**src/rtl/sdram_arb_pkg.sv**
```systemverilog
// Shared types and helpers for the SDRAM port arbiter.
// Optional statistics outputs are enabled by defining SDRAM_ARB_STATS_EN.
package sdram_arb_pkg;

   typedef enum logic [1:0] {IDLE, ISSUE, WAIT_RD} arb_state_t;

   localparam int ADDR_W_DEF = 24;
   localparam int DATA_W_DEF = 32;

   // Width of a binary port index; never below one bit.
   function automatic int idx_w(input int num_req);
      return (num_req <= 2) ? 1 : $clog2(num_req);
   endfunction

endpackage

```
**src/rtl/sdram_arb_pick.sv**
```systemverilog
// Combinational winner selection: starved ports first (lowest index), then port 0,
// then round-robin over ports 1..NUM_REQ-1 starting at rr_ptr.
module sdram_arb_pick
   import sdram_arb_pkg::*;
#(
   parameter  int NUM_REQ = 3,
   localparam int IW      = idx_w(NUM_REQ)
)(
   input  logic [NUM_REQ-1:0] valid,
   input  logic [NUM_REQ-1:0] starved,
   input  logic [IW-1:0]      rr_ptr,
   output logic [NUM_REQ-1:0] grant,
   output logic [IW-1:0]      grant_idx,
   output logic               found
);

   always_comb begin
      int c;
      grant_idx = '0;
      found     = 1'b0;
      c         = 0;
      for (int i = 0; i < NUM_REQ; i++) begin
         if (!found && valid[i] && starved[i]) begin
            found     = 1'b1;
            grant_idx = IW'(i);
         end
      end
      if (!found && valid[0]) begin
         found     = 1'b1;
         grant_idx = '0;
      end
      // rr_ptr lies in 1..NUM_REQ-1, so one subtraction is enough to wrap.
      for (int k = 0; k < NUM_REQ - 1; k++) begin
         c = int'(rr_ptr) + k;
         if (c >= NUM_REQ)
            c = c - (NUM_REQ - 1);
         if (!found && valid[c]) begin
            found     = 1'b1;
            grant_idx = IW'(c);
         end
      end
      grant = '0;
      for (int i = 0; i < NUM_REQ; i++)
         grant[i] = found && (grant_idx == IW'(i));
   end

endmodule

```
**src/rtl/sdram_arbiter.sv**
```systemverilog
// Shares one SDRAM controller port among NUM_REQ requesters, one transaction in flight.
// Define SDRAM_ARB_STATS_EN to add per-port grant counters and peak-wait statistics.
module sdram_arbiter
   import sdram_arb_pkg::*;
#(
   parameter int NUM_REQ  = 3,
   parameter int ADDR_W   = ADDR_W_DEF,
   parameter int DATA_W   = DATA_W_DEF,
   parameter int MAX_WAIT = 64
)(
   input  logic                        clk_sdram,
   input  logic                        reset_i,
   input  logic [NUM_REQ-1:0]          req_valid_i,
   output logic [NUM_REQ-1:0]          req_ready_o,
   input  logic [NUM_REQ-1:0]          req_we_i,
   input  logic [NUM_REQ*ADDR_W-1:0]   req_addr_i,
   input  logic [NUM_REQ*DATA_W-1:0]   req_wdata_i,
   input  logic [NUM_REQ*DATA_W/8-1:0] req_wmask_i,
   output logic [NUM_REQ-1:0]          req_rvalid_o,
   output logic [DATA_W-1:0]           rdata_o,
   output logic                        mem_valid_o,
   input  logic                        mem_ready_i,
   output logic                        mem_we_o,
   output logic [ADDR_W-1:0]           mem_addr_o,
   output logic [DATA_W-1:0]           mem_wdata_o,
   output logic [DATA_W/8-1:0]         mem_wmask_o,
   input  logic                        mem_rvalid_i,
   input  logic [DATA_W-1:0]           mem_rdata_i
`ifdef SDRAM_ARB_STATS_EN
  ,output logic [NUM_REQ*16-1:0]       stat_grants_o,
   output logic [(NUM_REQ-1)*8-1:0]    stat_max_wait_o,
   input  logic                        stat_clear_i
`endif
);

   localparam int IW = idx_w(NUM_REQ);
   localparam int MW = DATA_W / 8;
   localparam int CW = $clog2(MAX_WAIT + 1);

   arb_state_t          state;
   logic [IW-1:0]       rr_ptr;
   logic [IW-1:0]       owner;
   logic [NUM_REQ-1:0]  starved;
   logic [NUM_REQ-1:0]  grant;
   logic [NUM_REQ-1:0]  grant_fire;
   logic [IW-1:0]       grant_idx;
   logic                found;
   logic                sel_we;
   logic [ADDR_W-1:0]   sel_addr;
   logic [DATA_W-1:0]   sel_wdata;
   logic [MW-1:0]       sel_wmask;

   sdram_arb_pick #(.NUM_REQ(NUM_REQ)) u_pick (
      .valid     (req_valid_i),
      .starved   (starved),
      .rr_ptr    (rr_ptr),
      .grant     (grant),
      .grant_idx (grant_idx),
      .found     (found)
   );

   assign grant_fire  = (state == IDLE) ? grant : '0;
   // Held low during reset so a requester cannot mistake a reset cycle for acceptance.
   assign req_ready_o = reset_i ? '0 : grant_fire;
   assign starved[0]  = 1'b0;

   always_comb begin
      sel_we    = 1'b0;
      sel_addr  = '0;
      sel_wdata = '0;
      sel_wmask = '0;
      for (int i = 0; i < NUM_REQ; i++) begin
         if (grant[i]) begin
            sel_we    = req_we_i[i];
            sel_addr  = req_addr_i[i*ADDR_W +: ADDR_W];
            sel_wdata = req_wdata_i[i*DATA_W +: DATA_W];
            sel_wmask = req_wmask_i[i*MW +: MW];
         end
      end
   end

   genvar gi;
   for (gi = 1; gi < NUM_REQ; gi++) begin : g_wait
      logic [CW-1:0] cnt;
      always_ff @(posedge clk_sdram or posedge reset_i) begin
         if (reset_i)
            cnt <= '0;
         else if (!req_valid_i[gi] || grant_fire[gi])
            cnt <= '0;
         else if (cnt != CW'(MAX_WAIT))
            cnt <= cnt + CW'(1);
      end
      assign starved[gi] = (cnt == CW'(MAX_WAIT));
`ifdef SDRAM_ARB_STATS_EN
      logic [7:0] sat;
      logic [7:0] peak;
      always_comb sat = (32'(cnt) > 32'd255) ? 8'hFF : 8'(cnt);
      always_ff @(posedge clk_sdram or posedge reset_i) begin
         if (reset_i)
            peak <= '0;
         else if (stat_clear_i)
            peak <= '0;
         else if (sat > peak)
            peak <= sat;
      end
      assign stat_max_wait_o[(gi-1)*8 +: 8] = peak;
`endif
   end

`ifdef SDRAM_ARB_STATS_EN
   for (gi = 0; gi < NUM_REQ; gi++) begin : g_grants
      logic [15:0] cnt;
      always_ff @(posedge clk_sdram or posedge reset_i) begin
         if (reset_i)
            cnt <= '0;
         else if (stat_clear_i)
            cnt <= '0;
         else if (grant_fire[gi])
            cnt <= cnt + 16'd1;
      end
      assign stat_grants_o[gi*16 +: 16] = cnt;
   end
`endif

   always_ff @(posedge clk_sdram or posedge reset_i) begin
      if (reset_i) begin
         state        <= IDLE;
         rr_ptr       <= IW'(1);
         owner        <= '0;
         mem_valid_o  <= 1'b0;
         mem_we_o     <= 1'b0;
         mem_addr_o   <= '0;
         mem_wdata_o  <= '0;
         mem_wmask_o  <= '0;
         rdata_o      <= '0;
         req_rvalid_o <= '0;
      end else begin
         req_rvalid_o <= '0;
         case (state)
            IDLE: begin
               if (found) begin
                  owner       <= grant_idx;
                  mem_valid_o <= 1'b1;
                  mem_we_o    <= sel_we;
                  mem_addr_o  <= sel_addr;
                  mem_wdata_o <= sel_wdata;
                  mem_wmask_o <= sel_wmask;
                  if (grant_idx != '0)
                     rr_ptr <= (grant_idx == IW'(NUM_REQ - 1)) ? IW'(1) : grant_idx + IW'(1);
                  state <= ISSUE;
               end
            end
            ISSUE: begin
               if (mem_ready_i) begin
                  mem_valid_o <= 1'b0;
                  state       <= mem_we_o ? IDLE : WAIT_RD;
               end
            end
            WAIT_RD: begin
               if (mem_rvalid_i) begin
                  rdata_o      <= mem_rdata_i;
                  req_rvalid_o <= NUM_REQ'(1) << owner;
                  state        <= IDLE;
               end
            end
            default: state <= IDLE;
         endcase
      end
   end

endmodule
```
**config.mk**
```make
export PLATFORM = sky130hd
export DESIGN_NAME = sdram_arbiter
export DESIGN_NICKNAME = d
export VERILOG_FILES = /design/src/rtl/sdram_arb_pkg.sv /design/src/rtl/sdram_arb_pick.sv /design/src/rtl/sdram_arbiter.sv
export SDC_FILE = /design/constraint.sdc
export NUM_CORES = 1
export LEC_CHECK = 0
export ABC_CLOCK_PERIOD_IN_PS = 4050
export CAP_MARGIN = 20
export CORE_MARGIN = 5
export CORE_UTILIZATION = 39
export CTS_CLUSTER_SIZE = 16
export DETAILED_ROUTE_END_ITERATION = 10
export PLACE_DENSITY = 0.79
export SLEW_MARGIN = 20
export SYNTH_ARGS = -nofsm -noshare
export SYNTH_HDL_FRONTEND = slang
export SYNTH_SLANG_ARGS = --single-unit
```
**constraint.sdc**
```tcl
create_clock -name clk_sdram -period 4.05 [get_ports clk_sdram]
set_input_delay 0.405 -clock clk_sdram [delete_from_list [all_inputs] [get_ports clk_sdram]]
set_output_delay 0.405 -clock clk_sdram [all_outputs]
set_load 0.1 [all_outputs]
```
==> key figures, run 1 <==
Cells and area
  – Multi-input logic area: 2591 um2
  – Fin nets: 1,082
  – ANT cells: 0
  – Synth-to-Final Area Change: 64.74%
  – Register Area: 2929 um2
  – Share of post-route cells with drive strength above 1: 14.04%
  – Post-layout util: 65.87%
  – Fill count: 1,148

Clock tree
  – CTS Root Cell: clkbuf_16
  – Post-CTS sizing: 0
  – Later-pin clock latency in the skew report: 0.41 ns
  – CTS buffer count: 17
  – Longest Clk Path Bufs: 2
  – Hold buffer count at cts: 0
  – Clk sinks: 117
  – Post-CTS Setup Bufs: 0
  – Worst-path clk slew: 0.06 ns
  – H-Tree Depth: 4
  – TritonCTS clock tree: done

STA
  – Final setup violating endpoints: 0
  – Final WS setup: 0.9904 ns
  – Clk_skew: 0.008387 ns
  – Period utilisation layout: 75.55%
  – Minimum clock period: 3.060 ns
  – Worst Max-Slew Pin Slew: 1.134 ns
  – Slew Limit Headroom: 24.19%
  – Setup TNS: 0 ns
  – FMAX: 0.3268 GHz
  – Final Hold Viols: 0
  – Max-slew violations: 0
  – RSZ-0062 raised after global routing: false

Placed design
  – Hpwl dp: 16.18 mm
  – DP Worst Slack: 1.262 ns
  – # port buffers: 321
  – RePlAce Congestion: 0.8752

Floorplan
  – Die Width: 132.5 um
  – Die area: 17,570 um2
  – Starting Density: 39.99%
  – Core area: 14,640 um2
  – Num rows: 44
  – Ports: 322
  – Die height: 132.5 um

Setup path
  – RR Startpoint: g_wait[2].cnt[2]
  – Worst Reg-to-Reg Cells: 6
  – Start point of the critical path: g_wait[1].cnt[2]
  – FF-to-FF setup slack: 1.40 ns
  – Critical Path RT: 3.64 ns
  – Crit path launch type: register
  – Crit path DAT: 2.65 ns
  – Crit end category: output pin
  – CP max FO: 25
  – Worst Setup Path Type: reg -> out
  – R2R Path End: mem_addr_o[22]

Logic synthesis
  – Distinct cells, synth: 41
  – Ys async rst share: 100.0%
  – Syn_nets: 775
  – Area leader, netlist: dfrtp_1
  – Sequential-to-total area share from yosys stat: 50.02%
  – Synthesized instance count: 549
  – Seq cells post-synth: 117
  – Synth cell count leaders: dfrtp_1, nand2_1, o21ai_0
  – EDFF count, synth: 0
  – Area share of the largest cell type after synthesis: 49.57%
  – Syn_area_per_cell: 10.67 um2
  – Post-Syn Area: 5856 um2
  – Main synth FF type: dfrtp_1
  – Most common cell in the netlist: dfrtp_1
  – Synth Warn #: 0
  – Synth top area cells: dfrtp_1, a221oi_2, mux2_2

Global routing
  – Initial antenna violation count: 0
  – Vias in the first global route: 6,277
  – Remaining global-route overflow: 0
  – Largest net degree at the start of global routing: 66
  – Gr usage total: 24.90%
  – First-pass GRT wire length: 34.81 mm

Routing
  – Number of routed nets with antenna violations: 0
  – Vias per cell: 5.497
  – Initial drt markers: 388
  – Total Wirelength: 21.54 mm
  – Detailed-route via count: 5,788
  – Avg WL per Cell: 20.45 um
  – Final routed DRC violation total: 0
  – Pre-antenna DRT Iters: 5

Min path
  – Worst min-delay path class: in -> async

Power and ir drop
  – Total power: 9223 uW
  – Power per cell area: 956.0 nW/um2
  – P_leak: 0.003867 uW
  – Maximum vdd drop: 0.5021 mV

Flow run
  – Max_cap viols: 0

Outcome
  – Outcome: completed
report_power, final:
part	internal [uW]	leakage, uW	total [uW]	switching (uW)
clock network	854	0.000265	1400	546
registers	1670	0.00147	1960	288
logic	1440	0.00213	5860	4420
layer usage:
metal | wire [um] | GRT usage, % | part of all wire [%]
met1 | 8294 | 29.68 | 39
met2 | 10980 | 42.46 | 51
met3 | 1377 | 6.112 | 6.4
met4 | 883 | 11.55 | 4.1
met5 | 0 | 0 | 0
final cells by class:
cell class                      count  area share [%]
Timing Repair Buffer              332           34.22
Sequential cell                   117           30.36
Multi-Input combinational cell    377           26.86
Clock buffer                       19           4.591
Tap cell                          184           2.387
Clock inverter                     13           1.115
Inverter                           11          0.4669
logic make-up (layout without fill, tap and decap cells):
family / Yosys count / in the layout / synth area share [%]
xor+xnor: 10 / 10 / 1.496
fa+ha+maj: 4 / 4 / 0.8547
mux: 34 / 34 / 6.517
flops: 117 / 117 / 50.02
buf+inv: 55 / 375 / 6.090
compound gates: 205 / 205 / 25.85
simple gates: 124 / 124 / 9.167
metrics by stage:
stage               instances  cell area (um2)  hold WS, ns
floorplan                 549             5864       0.4449
global placement         1021             9096       0.4631
detailed placement       1021             9096       0.4744
CTS                      1053             9647       0.4687
global route             1053             9647       0.5064
finish                   1053             9647       0.4682
worst max-delay path by stage:
stage | endpoint | slack (ns) | depth (start not counted)
6_report | req_ready_o[1] | 0.99 | 6
5_1_grt | req_ready_o[1] | 0.79 | 6
4_1_cts | req_ready_o[1] | 0.97 | 6
3_5_place_dp | mem_addr_o[22] | 1.26 | 7
3_3_place_gp | mem_addr_o[22] | 1.36 | 7
2_1_floorplan | req_ready_o[2] | 0.74 | 7
critical path: stages, from the launching register on:
cell,delay [ns]
dfrtp_1,0.42
nor4b_2,0.51
a21oi_1,0.23
a21oi_4,0.19
buf_4,0.39
and3_1,0.22
buf_4,0.29
cells in the final DEF, fill, tap and decap left out, types with 4 or more instances in the layout:
master,synthesis,routed
o21ai_1,63,63
clkdlybuf4s50_1,0,318
dfrtp_1,116,116
xnor2_1,6,6
a221oi_2,30,30
o21ai_0,64,64
clkbuf_16,0,17
clkinvlp_4,0,5
nand2_1,75,74
inv_1,11,10
clkinv_2,0,6
buf_4,5,13
ha_1,4,4
nor2_1,24,24
xor2_1,4,4
mux2_2,33,33
nand3_1,8,7
a21oi_1,6,6
a221oi_1,31,31
registers in the layout, indices dropped and copies added, names as in the netlist, 2 cells and up:
register,flops
req_rvalid_o,3
owner,2
mem_wdata_o,32
rdata_o,32
mem_wmask_o,4
g_wait.cnt,14
state,2
rr_ptr,2
mem_addr_o,24
(Power assumes the default switching activity.)
==> inputs of run 2 (changes only) <==
--- a/config.mk
+++ b/config.mk
@@ -5,7 +5,7 @@
 export SDC_FILE = /design/constraint.sdc
 export NUM_CORES = 1
 export LEC_CHECK = 0
-export ABC_CLOCK_PERIOD_IN_PS = 4050
+export ABC_CLOCK_PERIOD_IN_PS = 3080
 export CAP_MARGIN = 20
 export CORE_MARGIN = 5
 export CORE_UTILIZATION = 39
==> constraint.sdc (replaced) <==
create_clock -name clk_sdram -period 3.08 [get_ports clk_sdram]
set_input_delay 0.308 -clock clk_sdram [delete_from_list [all_inputs] [get_ports clk_sdram]]
set_output_delay 0.308 -clock clk_sdram [all_outputs]
set_load 0.1 [all_outputs]
==> run 2 against run 1 <==
Largest power group unchanged. Sequential share of layout area decreased by 0.051 points. Setup slack got worse by 0.79 ns. Critical endpoint unchanged. Non-clock buffer count grew 8. Final area is 0.17% higher. Clock power is 21% higher. Die area is the same. Count of clock-buffer cells in the layout grew 5. Combinational power is 31% higher. Largest cell class unchanged. Via count fell by 1.6%.
==> key figures, run 2 (synthesis results as in run 1) <==
Outcome
  – Outcome: completed

Floorplan
  – Num rows: 44
  – Die height: 132.5 um
  – Starting Density: 39.99%
  – Core area: 14,640 um2
  – Die area: 17,570 um2
  – Die Width: 132.5 um
  – Ports: 322

Clock tree
  – Clk sinks: 117
  – Later-pin clock latency in the skew report: 0.41 ns
  – TritonCTS clock tree: done
  – Worst-path clk slew: 0.05 ns
  – Post-CTS sizing: 0
  – CTS buffer count: 17
  – Longest Clk Path Bufs: 2
  – H-Tree Depth: 4
  – CTS Root Cell: clkbuf_16

Setup path
  – Top Family by Delay on Critical Path: simple AND/OR/NAND/NOR gates
  – R2R Path End: mem_addr_o[18]
  – Crit end category: output pin
  – Bufs and invs on worst path: 1
  – Critical Path RT: 2.77 ns
  – Start point of the critical path: g_wait[2].cnt[2]
  – Worst Reg-to-Reg Cells: 8
  – Worst stage delay on the critical path: 0.65 ns
  – RR Startpoint: g_wait[1].cnt[0]
  – CP max-delay cell: or4_4
  – Worst Setup Path Type: reg -> out
  – CP max FO: 22
  – Crit path launch type: register
  – Crit-path cells: or4_4, o211ai_2, and2_4, and3_2, buf_12
  – Instance count on the critical path: 5
  – FF-to-FF setup slack: 0.63 ns
  – Crit path DAT: 2.57 ns

STA
  – Final Hold Viols: 0
  – Slew Limit Headroom: 32.04%
  – Hold WS: 0.4775 ns
  – Worst Max-Slew Pin Slew: 1.016 ns
  – Clk_skew: 0.009442 ns
  – RSZ-0062 raised after global routing: false
  – FMAX: 0.3475 GHz
  – Final setup violating endpoints: 0
  – Max-slew violations: 0
  – Period utilisation layout: 93.44%
  – Minimum clock period: 2.878 ns

Cells and area
  – Post-route cell area: 9663 um2
  – Biggest regs: mem_wdata_o: 32 flops, rdata_o: 32 flops, mem_addr_o: 24 flops
  – Share of post-route cells with drive strength above 1: 17.24%
  – Post-layout util: 65.99%
  – Fin nets: 1,091
  – Fin cells: 1,060
  – Most frequent cells in the layout: clkdlybuf4s50_1, dfrtp_1, nand2_1
  – ANT cells: 0
  – Fill count: 1,130
  – Commonest non-fill, non-tap cell in the layout: clkdlybuf4s50_1
  – Synth-to-Final Area Change: 65.02%

Placed design
  – Hpwl dp: 16.32 mm
  – Placed Cells: 1,028
  – Instance area after placement: 9131 um2
  – # port buffers: 321
  – RePlAce Congestion: 0.9057

Global routing
  – Gr usage total: 24.18%
  – Vias in the first global route: 6,167
  – Largest net degree at the start of global routing: 76
  – Initial antenna violation count: 0
  – Remaining global-route overflow: 0
  – First-pass GRT wire length: 33.70 mm

Routing
  – Detailed-route via count: 5,695
  – Number of routed nets with antenna violations: 0
  – Total Wirelength: 22.02 mm
  – Final routed DRC violation total: 0
  – Pre-antenna DRT Iters: 5
  – Vias per cell: 5.373
  – Initial drt markers: 253
  – Avg WL per Cell: 20.77 um

Flow run
  – Max_cap viols: 0

Min path
  – Hold Path End: req_rvalid_o[1]
  – Worst hold start: owner[1]
  – Worst min-delay path class: reg -> reg
  – WHS Path Cells: 1

Power and ir drop
  – Maximum vdd drop: 0.6397 mV
  – Power per cell area: 1242 nW/um2
  – P_leak: 0.003949 uW
==> run 2: changes by cell type in the layout (fill, tap and decap cells not counted) <==
cell,before,now
and3_1,3,2
clkinvlp_4,5,1
clkdlybuf4s50_1,318,293
buf_12,1,5
inv_6,2,0
clkbuf_1,1,5
nor3_2,1,0
clkbuf_8,1,2
o211a_2,0,1
bufinv_16,1,0
buf_4,13,42
nor3_4,0,1
and3_2,1,2
==> run 2: report_power, final <==
group	internal, uW	leakage (uW)	switching (uW)
clock network	1050	0.000253	655
logic	1880	0.00222	5820
registers	2200	0.00147	393
==> run 2: layer usage <==
layer	GRT usage, %	wire length [um]	vias up
met1	27.42	8471	2757
met4	9.527	598	0
li1	-	-	2646
met2	42.94	11440	251
met5	0	0	-
met3	6.948	1515	41
==> run 2: worst max-delay path by stage <==
| stage | slack, ns | to |
|---|---|---|
| after floorplan | -0.02 | req_ready_o[0] |
| after global routing | 0.09 | req_ready_o[1] |
| final | 0.20 | req_ready_o[1] |
| after global placement | 0.62 | req_ready_o[0] |
| after detailed placement | 0.55 | req_ready_o[0] |
| after CTS | 0.1 | req_ready_o[0] |
==> run 2: area by class of cell <==
type | count | area [um2] | area share (%)
clock inverters | 6 | 30.03 | 0.3108
clock buffers | 24 | 471.7 | 4.882
well taps | 184 | 230.2 | 2.382
multi-input cells | 378 | 2609 | 27.00
repair buffers | 340 | 3348 | 34.65
flip-flops and latches | 117 | 2929 | 30.31
inverters | 11 | 45.04 | 0.4661
==> run 2: what timing repair did <==
action,4_1_cts,5_1_grt
hold buffers,0,0
buffers inserted,0,0
endpoints found under the setup margin,0,1
==> run 2: worst register-to-register path, cell delays in order, from the launching register on <==
cell and delay (ns):
dfrtp_1 0.42, inv_1 0.07, ha_1 0.12, nor2b_1 0.29, nand3_1 0.33, and3_2 0.45, buf_4 0.22, a221oi_1 0.29
o21ai_1 0.12
==> run 2: stage by stage <==
step / total power, uW / setup TNS, ns / worst slack [ns]
floorplan: 8353 / -0.01855 / -0.01855
global placement: 10200 / 0 / 0.6235
detailed placement: 10320 / 0 / 0.5483
CTS: 12060 / 0 / 0.09799
global route: 12480 / 0 / 0.09366
finish: 12000 / 0 / 0.2021
==> inputs of run 3 (changes only) <==
--- a/config.mk
+++ b/config.mk
@@ -12,6 +12,7 @@
 export CTS_CLUSTER_SIZE = 16
 export DETAILED_ROUTE_END_ITERATION = 10
 export PLACE_DENSITY = 0.79
+export SKIP_LAST_GASP = 1
 export SLEW_MARGIN = 20
 export SYNTH_ARGS = -nofsm -noshare
 export SYNTH_HDL_FRONTEND = slang
==> results of run 3 <==
Same layout as run 2: the final DEF is identical, and so are final timing and power.
